## config.mk

```make
export PLATFORM = sky130hd
export DESIGN_NAME = piso_tx
export DESIGN_NICKNAME = d
export VERILOG_FILES = /design/src/rtl/piso_tx.sv
export SDC_FILE = /design/constraint.sdc
export NUM_CORES = 1
export LEC_CHECK = 0
export ABC_AREA = 1
export CAP_MARGIN = 0
export CORE_AREA = 10 10 47 49
export CTS_BUF_LIST = sky130_fd_sc_hd__clkbuf_4 sky130_fd_sc_hd__clkbuf_8
export CTS_CLUSTER_DIAMETER = 60
export DETAILED_ROUTE_END_ITERATION = 10
export DIE_AREA = 0 0 57 59
export PLACE_DENSITY = 0.65
export SYNTH_ARGS = -nofsm -noshare
export SYNTH_HDL_FRONTEND = slang
export SYNTH_SLANG_ARGS = --single-unit
export TNS_END_PERCENT = 100
```

## constraint.sdc

```tcl
create_clock -name CLK -period 1.86 [get_ports CLK]
set_input_delay 0.372 -clock CLK [delete_from_list [all_inputs] [get_ports CLK]]
set_output_delay 0.372 -clock CLK [all_outputs]
set_load 0.01 [all_outputs]
```

## src/rtl/piso_tx.sv

```systemverilog
// Parallel-in serial-out transmitter: accepts a Width-bit word, shifts it out LSB first.
// Optional even-parity trailer bit enabled by defining PISO_TX_PARITY_EN.
module piso_tx #(
   parameter int Width = 4
) (
   input  logic             CLK,
   input  logic             RST,
   input  logic [Width-1:0] Data,
   input  logic             Load_valid,
   output logic             Load_ready,
   output logic             Sout,
   output logic             Sout_valid,
   output logic             Busy,
   output logic             Done
);

   localparam int CntW = $clog2(Width + 1);
   localparam logic [CntW-1:0] LastCnt = CntW'(Width - 1);

   typedef enum logic [1:0] {
      IDLE   = 2'd0,
`ifdef PISO_TX_PARITY_EN
      PARITY = 2'd2,
`endif
      SHIFT  = 2'd1
   } state_e;

   state_e            state_q, state_d;
   logic [Width-1:0]  sreg_q, sreg_d;
   logic [CntW-1:0]   cnt_q, cnt_d;
   logic              done_q, done_d;
`ifdef PISO_TX_PARITY_EN
   logic              par_q, par_d;
`endif

   // State, shift register, bit counter and completion flag.
   always_ff @(posedge CLK or negedge RST) begin
      if (!RST) begin
         state_q <= IDLE;
         sreg_q  <= '0;
         cnt_q   <= '0;
         done_q  <= 1'b0;
`ifdef PISO_TX_PARITY_EN
         par_q   <= 1'b0;
`endif
      end else begin
         state_q <= state_d;
         sreg_q  <= sreg_d;
         cnt_q   <= cnt_d;
         done_q  <= done_d;
`ifdef PISO_TX_PARITY_EN
         par_q   <= par_d;
`endif
      end
   end

   // Next-state logic; Done is raised on the transition into IDLE that ends a frame.
   always_comb begin
      state_d = state_q;
      sreg_d  = sreg_q;
      cnt_d   = cnt_q;
      done_d  = 1'b0;
`ifdef PISO_TX_PARITY_EN
      par_d   = par_q;
`endif
      case (state_q)
         IDLE: begin
            if (Load_valid) begin
               state_d = SHIFT;
               sreg_d  = Data;
               cnt_d   = '0;
`ifdef PISO_TX_PARITY_EN
               par_d   = ^Data;
`endif
            end else begin
               state_d = IDLE;
            end
         end
         SHIFT: begin
            sreg_d = {1'b0, sreg_q[Width-1:1]};
            cnt_d  = cnt_q + CntW'(1);
            if (cnt_q == LastCnt) begin
`ifdef PISO_TX_PARITY_EN
               state_d = PARITY;
`else
               state_d = IDLE;
               done_d  = 1'b1;
`endif
            end else begin
               state_d = SHIFT;
            end
         end
`ifdef PISO_TX_PARITY_EN
         PARITY: begin
            state_d = IDLE;
            done_d  = 1'b1;
         end
`endif
         default: begin
            state_d = IDLE;
         end
      endcase
   end

   // Outputs decoded from registered state only; no path from Load_valid.
   always_comb begin
      Load_ready = (state_q == IDLE);
      Busy       = (state_q != IDLE);
      Done       = done_q;
      Sout       = 1'b0;
      Sout_valid = 1'b0;
      case (state_q)
         SHIFT: begin
            Sout       = sreg_q[0];
            Sout_valid = 1'b1;
         end
`ifdef PISO_TX_PARITY_EN
         PARITY: begin
            Sout       = par_q;
            Sout_valid = 1'b1;
         end
`endif
         default: begin
            Sout       = 1'b0;
            Sout_valid = 1'b0;
         end
      endcase
   end

endmodule

```

# == Word-level counts from Yosys, hierarchy flattened ==
# Index checks and enable logic that the tools add are counted.
# classes
addsub,1
multipliers,0
div,0
n_lt_le_gt_ge,0
eq_ne,3
shift,0
mux,11
n_bitwise,0
reduce_logical,4
# ops
op,count
$pmux 4 s2,1
$mux 1,6
$pmux 3 s2,1
$mux 4,1
$pmux 2 s2,1
$reduce_bool 2->1,2
$add 3x1->3 const B,1
$eq 3x2->1 const B,1
$mux 3,1
$eq 2x1->1 const B,1
$logic_not 2->1,1
$ne 2x2->1 const B,1
$reduce_and 2->1,1
# word_totals
register_bits,10
latch_bits,0
mem_bits_rw,0
mem_bits_ro,0
in_bits,7
out_inout_bits,5
wordCells,23
n_memories,0

# == Longest topological paths before layout ==
# logic_depth
word_depth,3
depth_mapped,5
mapped_depth_nobuf,5

# == Worst setup path before layout ==
# Ideal clock, no wire load.
# synth_path
path_kind,reg-to-output
startpoint,reg state_q[0]
endpoint,out Sout
arrival_ns,0.675
required_ns,1.488
slack_ns,0.813
path_stages_with_launch,4
path_buffers,1
cell_sequence,dfrtp_1 -> buf_6 -> nand2_1 -> inv_1
# synth_via
elab_chain_len,2
# synth_lines
element,line,text
start: declaration,28,"state_e state_q, state_d;"
start signal: assignment,47,state_q <= state_d;
$eq 2x1->1,112,case (state_q)
$mux 1,112,
end: declaration,11,"output logic Sout,"
# Every way passes these cells.

# == Worst setup path in the final report ==
# layout_path
startpoint,reg state_q[0]
endpoint,out Load_ready
# layout_via
elab_chain_len,1
# layout_lines
element,line,text
$logic_not 2->1,107,Load_ready = (state_q == IDLE);
end: declaration,10,"output logic Load_ready,"
# Every way passes these cells.

==> impl_results.md <==
* Run status: completed
* Clk sinks at 9
* Top flip-flop cell by instance count after synthesis: sky130_fd_sc_hd__dfrtp_1
* Post-DR wirelength/cell at 10.1 µm
* Clock Latency Late Sink at 0.25 ns
* Sort of element at the end of the critical path: output port
* Final worst path period share at 0.959
* Area enclosed by the die boundary at 0.00336 mm²
* GP Congestion at 0.746
* Hold/Removal Path Class: input port to asynchronous set/reset pin
* Library cell occupying the most area in the post-synthesis netlist: sky130_fd_sc_hd__dfrtp_1
* Antenna Nets Post-Route at 0
* Clock tree skew after final layout at 0.000831 ns
* Number of synthesized flops with an enable pin at 0
* GRT Overall Usage at 0.0501
* Share of async-settable or async-resettable flops after synthesis at 1.00
* Placed inst area at 512 µm²
* Wirelength, routed at 728 µm
* Cts-stage hold buffer count at 0
* Net count, final at 66
* Shortest period the worst path allows at 1.78 ns
* Number of violations of the max-capacitance limit at 0
* Max transition margin at 0.737
* Port bufs at 11
* Count of routing violations after the opening detailed-route iteration at 8
* Most frequent cells after synthesis: 15 x sky130_fd_sc_hd__nand2_1, 9 x sky130_fd_sc_hd__dfrtp_1, 7 x sky130_fd_sc_hd__nand3_1
* Arrival @ worst endpoint at 1.41 ns
* Leakage power total at 0.268 nW
* Number of max-slew violations in the final report at 0
* Achievable Freq at 561 MHz
* Synth unique cells at 11
* Final setup TNS at 0 ns
* Clock buffers created by TritonCTS at 3
* Antenna violations before repair at 0
* Top fanout value on the critical path at 10
* Vias in the first global route at 328
* Post-synth design cell area at 400 µm²
* Layout Area Growth over Synthesis at 35.6%
* Most numerous cell in the Yosys netlist: sky130_fd_sc_hd__nand2_1
* Number of H-tree levels at 1
* Launching element type of the critical path: flop
* Floorplan core area at 0.00140 mm²
* Ratio of total power to cell area at 1460 mW/mm²
* Final setup vio count at 0
* CTS tree: built
* Maximum number of pins on one net before global-route repair at 11
* Antenna Diode Count at 0
* Final instance area at 543 µm²
* Proportion of synthesized chip area in sequential cells at 0.563
* Setup CP Type: flop to output port
* Synth top area share at 0.563
* Wire length of the first global-routing pass at 1320 µm
* Die X-Extent at 57 µm
* Peak supply drop at 0.650 mV
* Ranking of synthesized cells by area: sky130_fd_sc_hd__dfrtp_1 56%, sky130_fd_sc_hd__nand2_1 14%, sky130_fd_sc_hd__nand3_1 8.8%
* Root buffer selected by CTS: sky130_fd_sc_hd__clkbuf_4
* DR DRC count at 0
* Synthesized area per cell at 9.31 µm²
* Number of rows created at floorplan at 14
* Vias per Instance at 4.43
* Clock transition at the registers of the reported paths at 0.06 ns
* I/O pins at 12
* GRT Residual Overflow at 0
* Critical path required time at 1.49 ns
* Total via count after detailed routing at 319
* Vertical die dimension at 59 µm
* Post-synthesis instance total at 43
* Number of hold-slack violations in the final timing report at 0
* Starting utilization of the core area at 0.286
* Share of final-layout standard cells stronger than drive strength 1 at 0.125
* Count of yosys warnings during synthesis at 0
* Flip-flop and latch count after synthesis at 9
* Syn nets at 52
* Unrepaired setup endpoints after global routing: false
* Total Power at 0.795 mW
* Actual transition at the worst max-transition pin at 0.393 ns
* Deepest clock path buffer count at 2
* Drt pass-1 iters at 4
-- layout by cell type, fill, tap and decap left out, drive strengths merged --
master / instances
nand2: 15
nor2: 2
clkdlybuf4s50: 11
clkbuf: 4
inv: 4
o21ai: 2
nand3: 7
ha: 2
dfrtp: 9
-- metal layers --
metal | GRT usage | share of wire | vias to the layer above
li1 | - | - | 165
met1 | 0.0560 | 0.47 | 136
met2 | 0.0589 | 0.33 | 16
met3 | 0.0408 | 0.20 | 2
met4 | 0.0403 | 0.0055 | 0
met5 | 0 | 0 | -
-- kinds of logic after synthesis --
group	count (synthesis)	share of synthesized area
and+or+nand+nor	24	0.266
AOI/OAI and AO/OA	2	0.0250
adders and majority gates	2	0.0625
DFF	9	0.563
buffers and inverters	6	0.0844
-- final cells by class --
cell class	count	area, µm²
clock buffers	4	30.0
well taps	16	20.0
flip-flops and latches	9	226
multi-input cells	28	141
repair buffers	11	110
inverters	4	15.0
fillers	136	858
-- state kept, by name, summed over array words and instances, names as in the netlist --
name and cells:
Done 1, cnt_q 3, sreg_q 4, state_q 1
-- power by group --
part,internal [mW],total (mW),leakage [nW],switching [mW]
combinational,0.156,0.297,0.136,0.141
sequential,0.278,0.341,0.113,0.0638
clock,0.0967,0.156,0.0184,0.0595
-- path summary, 6_finish.rpt --
kind / cells past startpoint / to / startpoint / slack [ns]
min in group CLK: 2 / cnt_q[1]$_DFFE_PN0P_ / cnt_q[1]$_DFFE_PN0P_ / 0.47
worst max register to register: 3 / cnt_q[2]$_DFFE_PN0P_ / cnt_q[0]$_DFFE_PN0P_ / 0.78
worst max-delay path: 2 / Load_ready / state_q[0]$_DFF_PN0_ / 0.08
max in group asynchronous: 1 / state_q[0]$_DFF_PN0_ / RST / 1.15
worst min register to register: 2 / cnt_q[1]$_DFFE_PN0P_ / cnt_q[1]$_DFFE_PN0P_ / 0.47
worst min-delay path: 1 / Done$_DFF_PN0_ / RST / 0.41
-- repair_timing --
action / 4_1_cts / 5_1_grt
resized for setup: 1 / 0
buffers inserted: 0 / 0
endpoints found under the setup margin: 2 / 0
-- worst max-delay path, cell delays in order, from the launching register on --
cell                              delay (ns)
sky130_fd_sc_hd__dfrtp_2                0.48
sky130_fd_sc_hd__inv_2                  0.13
sky130_fd_sc_hd__clkdlybuf4s50_1        0.55
-- through the flow --
stage / worst slack, ns / util / instances / hold slack (ns)
2_1_floorplan: 0.813 / - / 43 / 0.0764
3_3_place_gp: 0.290 / 0.365 / 68 / 0.464
3_5_place_dp: 0.273 / 0.365 / 68 / 0.467
4_1_cts: 0.0490 / 0.388 / 72 / 0.420
5_1_grt: 0.0177 / 0.388 / 72 / 0.440
6_report: 0.0764 / 0.388 / 72 / 0.411
Note: power is estimated with default switching activity, not from simulation.
